### src/rtl/fft_sched_pkg.sv
// Shared types and address helper for the radix-2 DIT FFT stage scheduler.
// bf_addr() maps (stage, butterfly index) to the in-place operand pair and twiddle index.
package fft_sched_pkg;

    typedef enum logic [1:0] {
        IDLE,
        ISSUE,
        DRAIN,
        FIN
    } state_e;

    localparam int unsigned ADDR_MAXW = 16;

    typedef struct packed {
        logic [ADDR_MAXW-1:0] addr_a;
        logic [ADDR_MAXW-1:0] addr_b;
        logic [ADDR_MAXW-1:0] tw_idx;
    } bf_addr_t;

    function automatic bf_addr_t bf_addr(input int unsigned log2n,
                                         input int unsigned s,
                                         input int unsigned k);
        int unsigned half;
        int unsigned pos;
        int unsigned a;
        bf_addr_t    r;
        half     = 32'd1 << s;
        pos      = k & (half - 32'd1);
        a        = ((k >> s) << (s + 32'd1)) | pos;
        r.addr_a = ADDR_MAXW'(a);
        r.addr_b = ADDR_MAXW'(a | half);
        r.tw_idx = ADDR_MAXW'(pos << (log2n - 32'd1 - s));
        return r;
    endfunction

endpackage

### src/rtl/fft_addr_gen.sv
// Combinational butterfly address generator: (stage, k) -> addr_a, addr_b, tw_idx.
// Outputs are registered by the scheduler FSM.
module fft_addr_gen
    import fft_sched_pkg::*;
#(
    parameter int unsigned LOG2N = 3
) (
    input  logic [$clog2(LOG2N)-1:0] s,
    input  logic [LOG2N-2:0]         k,
    output logic [LOG2N-1:0]         addr_a,
    output logic [LOG2N-1:0]         addr_b,
    output logic [LOG2N-2:0]         tw_idx
);

    bf_addr_t r;
    logic     unused_hi;

    always_comb r = bf_addr(LOG2N, 32'(s), 32'(k));

    assign addr_a = r.addr_a[LOG2N-1:0];
    assign addr_b = r.addr_b[LOG2N-1:0];
    assign tw_idx = r.tw_idx[LOG2N-2:0];

    // Upper bits of the generic-width helper result are always zero here.
    assign unused_hi = ^{r.addr_a[ADDR_MAXW-1:LOG2N], r.addr_b[ADDR_MAXW-1:LOG2N],
                         r.tw_idx[ADDR_MAXW-1:LOG2N-1]};

endmodule

### src/rtl/fft_stage_scheduler.sv
// Radix-2 DIT FFT stage/butterfly sequencer with outstanding-op tracking and stage drain.
// Optional abort support is enabled by defining FFT_SCHED_ABORT_EN.
module fft_stage_scheduler
    import fft_sched_pkg::*;
#(
    parameter int unsigned LOG2N     = 3,
    parameter int unsigned MAX_OUTST = 4
) (
    input  logic                     Clock,
    input  logic                     nReset,
    input  logic                     start,
    output logic                     busy,
    output logic                     done,
    output logic                     err,
    output logic                     bf_valid,
    input  logic                     bf_ready,
    input  logic                     bf_done,
    output logic [LOG2N-1:0]         addr_a,
    output logic [LOG2N-1:0]         addr_b,
    output logic [LOG2N-2:0]         tw_idx,
    output logic [$clog2(LOG2N)-1:0] stage
`ifdef FFT_SCHED_ABORT_EN
    ,
    input  logic                     abort,
    output logic                     aborted
`endif
);

    localparam int unsigned HALF_N  = 1 << (LOG2N - 1);
    localparam int unsigned STAGE_W = $clog2(LOG2N);
    localparam int unsigned KW      = LOG2N - 1;
    localparam int unsigned OW      = $clog2(MAX_OUTST + 1);

    localparam logic [KW-1:0]      K_LAST    = KW'(HALF_N - 1);
    localparam logic [STAGE_W-1:0] S_LAST    = STAGE_W'(LOG2N - 1);
    localparam logic [OW-1:0]      OUTST_MAX = OW'(MAX_OUTST);

    state_e             state;
    state_e             state_nxt;
    logic [KW-1:0]      k;
    logic [KW-1:0]      k_nxt;
    logic [STAGE_W-1:0] s_nxt;
    logic [OW-1:0]      outst;
    logic [OW-1:0]      outst_nxt;
    logic               issue;
    logic               spurious;
    logic               err_nxt;
    logic               aborting;
    logic               aborting_nxt;
    logic               abort_req;
    logic [LOG2N-1:0]   a_nxt;
    logic [LOG2N-1:0]   b_nxt;
    logic [LOG2N-2:0]   tw_nxt;

`ifdef FFT_SCHED_ABORT_EN
    assign abort_req = abort;
`else
    assign abort_req = 1'b0;
`endif

    // Addresses are computed from next-state (s, k) so the registered outputs line up with bf_valid.
    fft_addr_gen #(
        .LOG2N(LOG2N)
    ) u_addr_gen (
        .s     (s_nxt),
        .k     (k_nxt),
        .addr_a(a_nxt),
        .addr_b(b_nxt),
        .tw_idx(tw_nxt)
    );

    always_comb begin
        issue        = bf_valid && bf_ready;
        spurious     = bf_done && (outst == '0);
        state_nxt    = state;
        s_nxt        = stage;
        k_nxt        = k;
        aborting_nxt = aborting;
        err_nxt      = err || spurious;
        outst_nxt    = outst + OW'(issue) - OW'(bf_done && !spurious);

        unique case (state)
            IDLE: begin
                if (start) begin
                    state_nxt = ISSUE;
                    s_nxt     = '0;
                    k_nxt     = '0;
                    err_nxt   = spurious;
                end
            end
            ISSUE: begin
                if (issue) begin
                    if (k == K_LAST) state_nxt = DRAIN;
                    else             k_nxt     = k + 1'b1;
                end
                if (abort_req) begin
                    aborting_nxt = 1'b1;
                    state_nxt    = DRAIN;
                end
            end
            DRAIN: begin
                if (abort_req) aborting_nxt = 1'b1;
                if (outst == '0) begin
                    if (aborting || abort_req) begin
                        state_nxt    = IDLE;
                        aborting_nxt = 1'b0;
                    end else if (stage != S_LAST) begin
                        state_nxt = ISSUE;
                        s_nxt     = stage + 1'b1;
                        k_nxt     = '0;
                    end else begin
                        state_nxt = FIN;
                    end
                end
            end
            FIN:     state_nxt = IDLE;
            default: state_nxt = IDLE;
        endcase
    end

    always_ff @(posedge Clock or posedge nReset) begin
        if (nReset) begin
            state    <= IDLE;
            stage    <= '0;
            k        <= '0;
            outst    <= '0;
            err      <= 1'b0;
            aborting <= 1'b0;
            busy     <= 1'b0;
            done     <= 1'b0;
            bf_valid <= 1'b0;
            addr_a   <= '0;
            addr_b   <= '0;
            tw_idx   <= '0;
        end else begin
            state    <= state_nxt;
            stage    <= s_nxt;
            k        <= k_nxt;
            outst    <= outst_nxt;
            err      <= err_nxt;
            aborting <= aborting_nxt;
            busy     <= (state_nxt != IDLE);
            done     <= (state_nxt == FIN);
            bf_valid <= (state_nxt == ISSUE) && (outst_nxt < OUTST_MAX);
            addr_a   <= a_nxt;
            addr_b   <= b_nxt;
            tw_idx   <= tw_nxt;
        end
    end

`ifdef FFT_SCHED_ABORT_EN
    // DRAIN only falls back to IDLE on the abort path.
    always_ff @(posedge Clock or posedge nReset) begin
        if (nReset) aborted <= 1'b0;
        else        aborted <= (state == DRAIN) && (state_nxt == IDLE);
    end
`endif

endmodule

### config.mk
export PLATFORM = sky130hd
export DESIGN_NAME = fft_stage_scheduler
export DESIGN_NICKNAME = d
export VERILOG_FILES = /design/src/rtl/fft_sched_pkg.sv /design/src/rtl/fft_addr_gen.sv /design/src/rtl/fft_stage_scheduler.sv
export SDC_FILE = /design/constraint.sdc
export NUM_CORES = 1
export LEC_CHECK = 0
export ABC_AREA = 1
export CAP_MARGIN = 20
export CORE_MARGIN = 4
export CORE_UTILIZATION = 40
export DETAILED_ROUTE_END_ITERATION = 12
export HOLD_SLACK_MARGIN = 0.03
export PLACE_DENSITY = 0.67
export SYNTH_ARGS = -nofsm -noshare
export SYNTH_HDL_FRONTEND = slang
export SYNTH_SLANG_ARGS = --single-unit
### constraint.sdc
create_clock -name Clock -period 2.87 [get_ports Clock]
set_input_delay 0.574 -clock Clock [delete_from_list [all_inputs] [get_ports Clock]]
set_output_delay 0.574 -clock Clock [all_outputs]
set_load 0.02 [all_outputs]
## Word level (Yosys, flattened, before mapping)

Index checks and enable logic that the tools add are counted.

- Input bits: 5
- Word-level logic and storage cells: 60
- Output and inout port bits: 14
- Flip-flop bits (word level): 21

- $lt $le $gt $ge: 1
- Bitwise gates (word level): 3
- Reductions and logical operators: 9
- Equality and inequality tests: 7
- Shift-type cells: 4
- $add $sub $neg: 7
- Multiplexer cells: 18

Operator list:

| operator | number |
|---|---|
| $and 2x32->32 | 1 |
| $shl 1x2->32 const A | 1 |
| $shl 32x32->2 | 1 |
| $shl 32x32->3 | 1 |
| $shr 2x2->32 | 1 |
| $sub 32x1->32 const B | 1 |
| $mux 2 | 13 |
| $eq 2x2->1 const B | 4 |
| $pmux 2 s4 | 1 |
| $or 3x3->3 | 2 |
| $pmux 2 s3 | 1 |
| $add 2x1->2 const B | 2 |
| $eq 2x1->1 const B | 2 |
| $logic_and 1x1->1 | 4 |
| $pmux 2 s2 | 1 |
| $add 2x1->3 const B | 1 |
| $add 3x1->3 | 1 |
| $logic_not 3->1 | 1 |
| $lt 3x3->1 const B | 1 |
| $sub 2x2->3 const A | 1 |
| $sub 3x1->3 | 1 |
| $logic_not 2->1 | 1 |
| $mux 1 | 2 |
| $ne 2x2->1 const B | 1 |
| 3 further kinds | 3 |

## Logic depth before layout (Yosys ltp)

- Word-level depth: 9
- Depth in mapped cells: 13
- Mapped depth without buffers: 13

## Cells and area by module

Synthesis repeated with hierarchy kept, for this count alone.

- Cell total of the unflattened synthesis: 142
- Area, all modules: 1173.6 µm²

By module, submodules not included:

| module | cells each | times used | area an instance (µm²) | seq. area each (µm²) |
|---|---|---|---|---|
| fft_stage_scheduler | 107 | 1 | 985.9 | 525.5 |
| fft_addr_gen | 35 | 1 | 187.7 | 0.0 |

## Worst setup path before layout

OpenSTA, ideal clock, no wires.

- Kind: in2reg
- Start point: input port bf_done
- End point: register bf_valid
- Setup slack: 0.759 ns
- Path buffers: 0
- Data arrival time: 2.025 ns
- Library setup time: 0.086 ns
- Cell stages on the path: 11
- Required time: 2.784 ns
- Cell sequence: inv_1 a21oi_1 ha_1 inv_1 ha_1 inv_1 fa_1 xnor2_1 xor2_1 inv_1 nor3_1

- Longest elaborated chain between the ends: 6

Ends and longest elaborated chain:

| element | line | source |
|---|---|---|
| start: declaration | fft_stage_scheduler.sv:17 | `input logic bf_done,` |
| $logic_and 1x1->1 | fft_stage_scheduler.sv:74 | `spurious = bf_done && (outst == '0);` |
| $logic_not 1->1 | fft_stage_scheduler.sv:80 | `outst_nxt = outst + OW'(issue) - OW'(bf_done && !spurious);` |
| $logic_and 1x1->1 * | fft_stage_scheduler.sv:80 |  |
| $sub 3x1->3 * | fft_stage_scheduler.sv:80 |  |
| named net outst_nxt[2] | fft_stage_scheduler.sv:44 | `logic [OW-1:0] outst_nxt;` |
| $lt 3x3->1 * | fft_stage_scheduler.sv:144 | `bf_valid <= (state_nxt == ISSUE) && (outst_nxt < OUTST_MAX);` |
| $logic_and 1x1->1 * | fft_stage_scheduler.sv:144 |  |
| end signal: assignment | fft_stage_scheduler.sv:144 |  |
| end: declaration | fft_stage_scheduler.sv:15 | `output logic bf_valid,` |

Mark *: on every way through the listed nets, which the timed path passes. The rest lies on a longest branch.

## Final worst setup path

Ends and elaborated chain as after synthesis.

==> impl_metrics.tcl <==
set metrics [dict create \
    placed_area_um2 1313 \
    io_buffers 18 \
    grt_util_all_layers 0.1232 \
    critPathLaunchType "primary input" \
    synth_top_area_cell "dfrtp_1" \
    max_freq_mhz 414.4 \
    setup_tns_ns 0 \
    drv_slew 0 \
    drive_above_1_share 0.1517 \
    powerDensity_nw_per_um2 1119 \
    worst_setup_path_end_kind "register" \
    synth_top_area_share 0.4800 \
    cts-hold-fix-buffers 0 \
    final_area_um2 1343 \
    holdPathStages 2 \
    core_um2 2545 \
    min_path_type "reg -> reg" \
    cts_max_level 1 \
    criticalPathCategory "in -> reg" \
    cts_made_buffers 3 \
    cp.required_ns 3.09 \
    fin_crit_ns 2.413 \
    total_leakage_power_uw 0.0006554 \
    wl_per_cell_um 10.97 \
    grt_max_degree 22 \
    n_antenna_cell 0 \
    clockBufferDepth 2 \
    synth.distinct_cells 22 \
    cts_tree "yes" \
    die-area_um2 3638 \
    regArea_um2 525.5 \
    grt_pass1_vias 801 \
    yosysWarningCount 0 \
    clk_pin_slew_worst_paths_ns 0.11 \
    multi_input_area_um2 469.2 \
    crit_arrival_ns 2.63 \
    dp_hpwl_mm 1.543 \
    synth_area_leaders "dfrtp_1 (48%), ha_1 (9.1%), inv_1 (7.5%)" \
    path_max_fanout 2 \
    fillers 239 \
    ys_seq_area_frac 0.4800 \
    clock_skew_ns 0.006809 \
    die_h_um 60.32 \
    antenna_found_initial 0 \
    firstDrtPassIters 4 \
    drc 0 \
    slew_headroom 0.4883 \
    syn_area_per_cell_um2 8.901 \
    start_util 0.4302 \
    synth_seq_cells 21 \
    vias 812 \
    syn2layout_area_growth_pct 22.63 \
    maxCapViolCount 0 \
    clk_latency_ns 0.30 \
    clock-sinks 21 \
    first_iter_violations 5 \
    worstRegToRegCells 11 \
    synth_cells 123 \
    final_cell_mix "inv_1 (22), nand2_1 (22), dfrtp_1 (21)" \
    worst_hold_slack_ns 0.5190 \
    rows 18 \
    grt_pass1_wl_mm 3.367 \
    ant_nets 0 \
    fp.dieW_um 60.32 \
    num_io_pins 19 \
    hold_violations 0 \
    grt_overflow 0 \
    gp_congestion 0.8433 \
    root_buffer "clkbuf_4" \
    status "completed" \
    via_per_inst 4.640 \
    worst_pin_slew_ns 0.7667 \
    rsz0062_at_grt "false" \
    cts.repair.resized 0 \
    wirelength_mm 1.920 \
    ir_worst_vdd_mv 0.5742 \
    synth_nets 137 \
    syn_area_um2 1095 \
    fin_util 0.5275 \
    finalSetupViolCount 0 \
    period_share 0.8408 \
    postCtsSetupBuffers 0 \
    nets 160 \
]
## layout make-up
type / instances / share of cell area
Clock buffer: 3 / 0.01678
Clock inverter: 1 / 0.005592
Inverter: 26 / 0.07456
Multi-Input combinational cell: 76 / 0.3495
Sequential cell: 21 / 0.3914
Tap cell: 30 / 0.02796
Timing Repair Buffer: 18 / 0.1342
## where the power goes
part / switching (µW) / leakage, µW / internal, µW
clock: 87.4 / 0.0000139 / 53.0
combinational: 512 / 0.000385 / 353
sequential: 73.3 / 0.000257 / 424
total: 673 / 0.000655 / 830
## final timing paths
check                      startpoint       end  slack [ns]
max in group asynchronous      nReset       err        1.70
hold / removal                    err       err        0.52
setup reg to reg             outst[1]  bf_valid        0.61
setup / recovery              bf_done  bf_valid        0.46
min in group asynchronous      nReset      k[1]        0.70
hold reg to reg                   err       err        0.52
## metrics by stage
stage / total power, µW / cells / worst slack [ns]
after global placement: 1363 / 171 / 0.1704
after detailed placement: 1383 / 171 / 0.1265
final: 1503 / 175 / 0.4568
after CTS: 1530 / 175 / 0.4349
after global routing: 1667 / 175 / 0.2796
after floorplan: 1109 / 123 / 0.7592
## synth_stat cells
cell type	count
nor2_1	9
xor2_1	1
nand3_1	7
ha_1	8
xnor2_1	2
nor3_2	1
fa_1	1
inv_1	22
inv_4	1
dfrtp_1	21
nor2_2	4
nand2_4	1
nor2_4	1
nand3b_1	1
inv_2	3
a21oi_2	1
nand2_2	4
nand2_1	22
a21oi_1	4
nor3_1	1
o21ai_0	6
o21ai_2	2
## per-layer routing
| metal | wire [µm] | track usage | vias to the layer above |
|---|---|---|---|
| met3 | 115 | 0.04752 | 2 |
| met2 | 898 | 0.1991 | 17 |
| met1 | 887 | 0.1561 | 373 |
| li1 | - | - | 420 |
| met4 | 19 | 0.02848 | 0 |
| met5 | 0 | 0 | - |
## worst max-delay path: stages
cell,delay [ns]
clkdlybuf4s50_1,0.45
inv_1,0.05
a21oi_1,0.13
ha_1,0.25
inv_1,0.06
ha_1,0.12
inv_1,0.04
fa_1,0.37
xnor2_1,0.19
xor2_1,0.16
inv_1,0.07
nor3_1,0.16
## logic make-up after synthesis
kind of cell,share of synthesized area
fa+ha+maj,0.1097
xor+xnor,0.02400
buf+inv,0.09143
flops,0.4800
simple gates,0.2251
compound gates,0.06972
## sequential cells by signal, summed over array words and instances (netlist names)
register,cells
addr_a,3
addr_b,3
bf_valid,1
busy,1
done,1
err,1
k,2
outst,3
stage,2
state,2
tw_idx,2
Note: power is estimated with default switching activity, not from simulation.
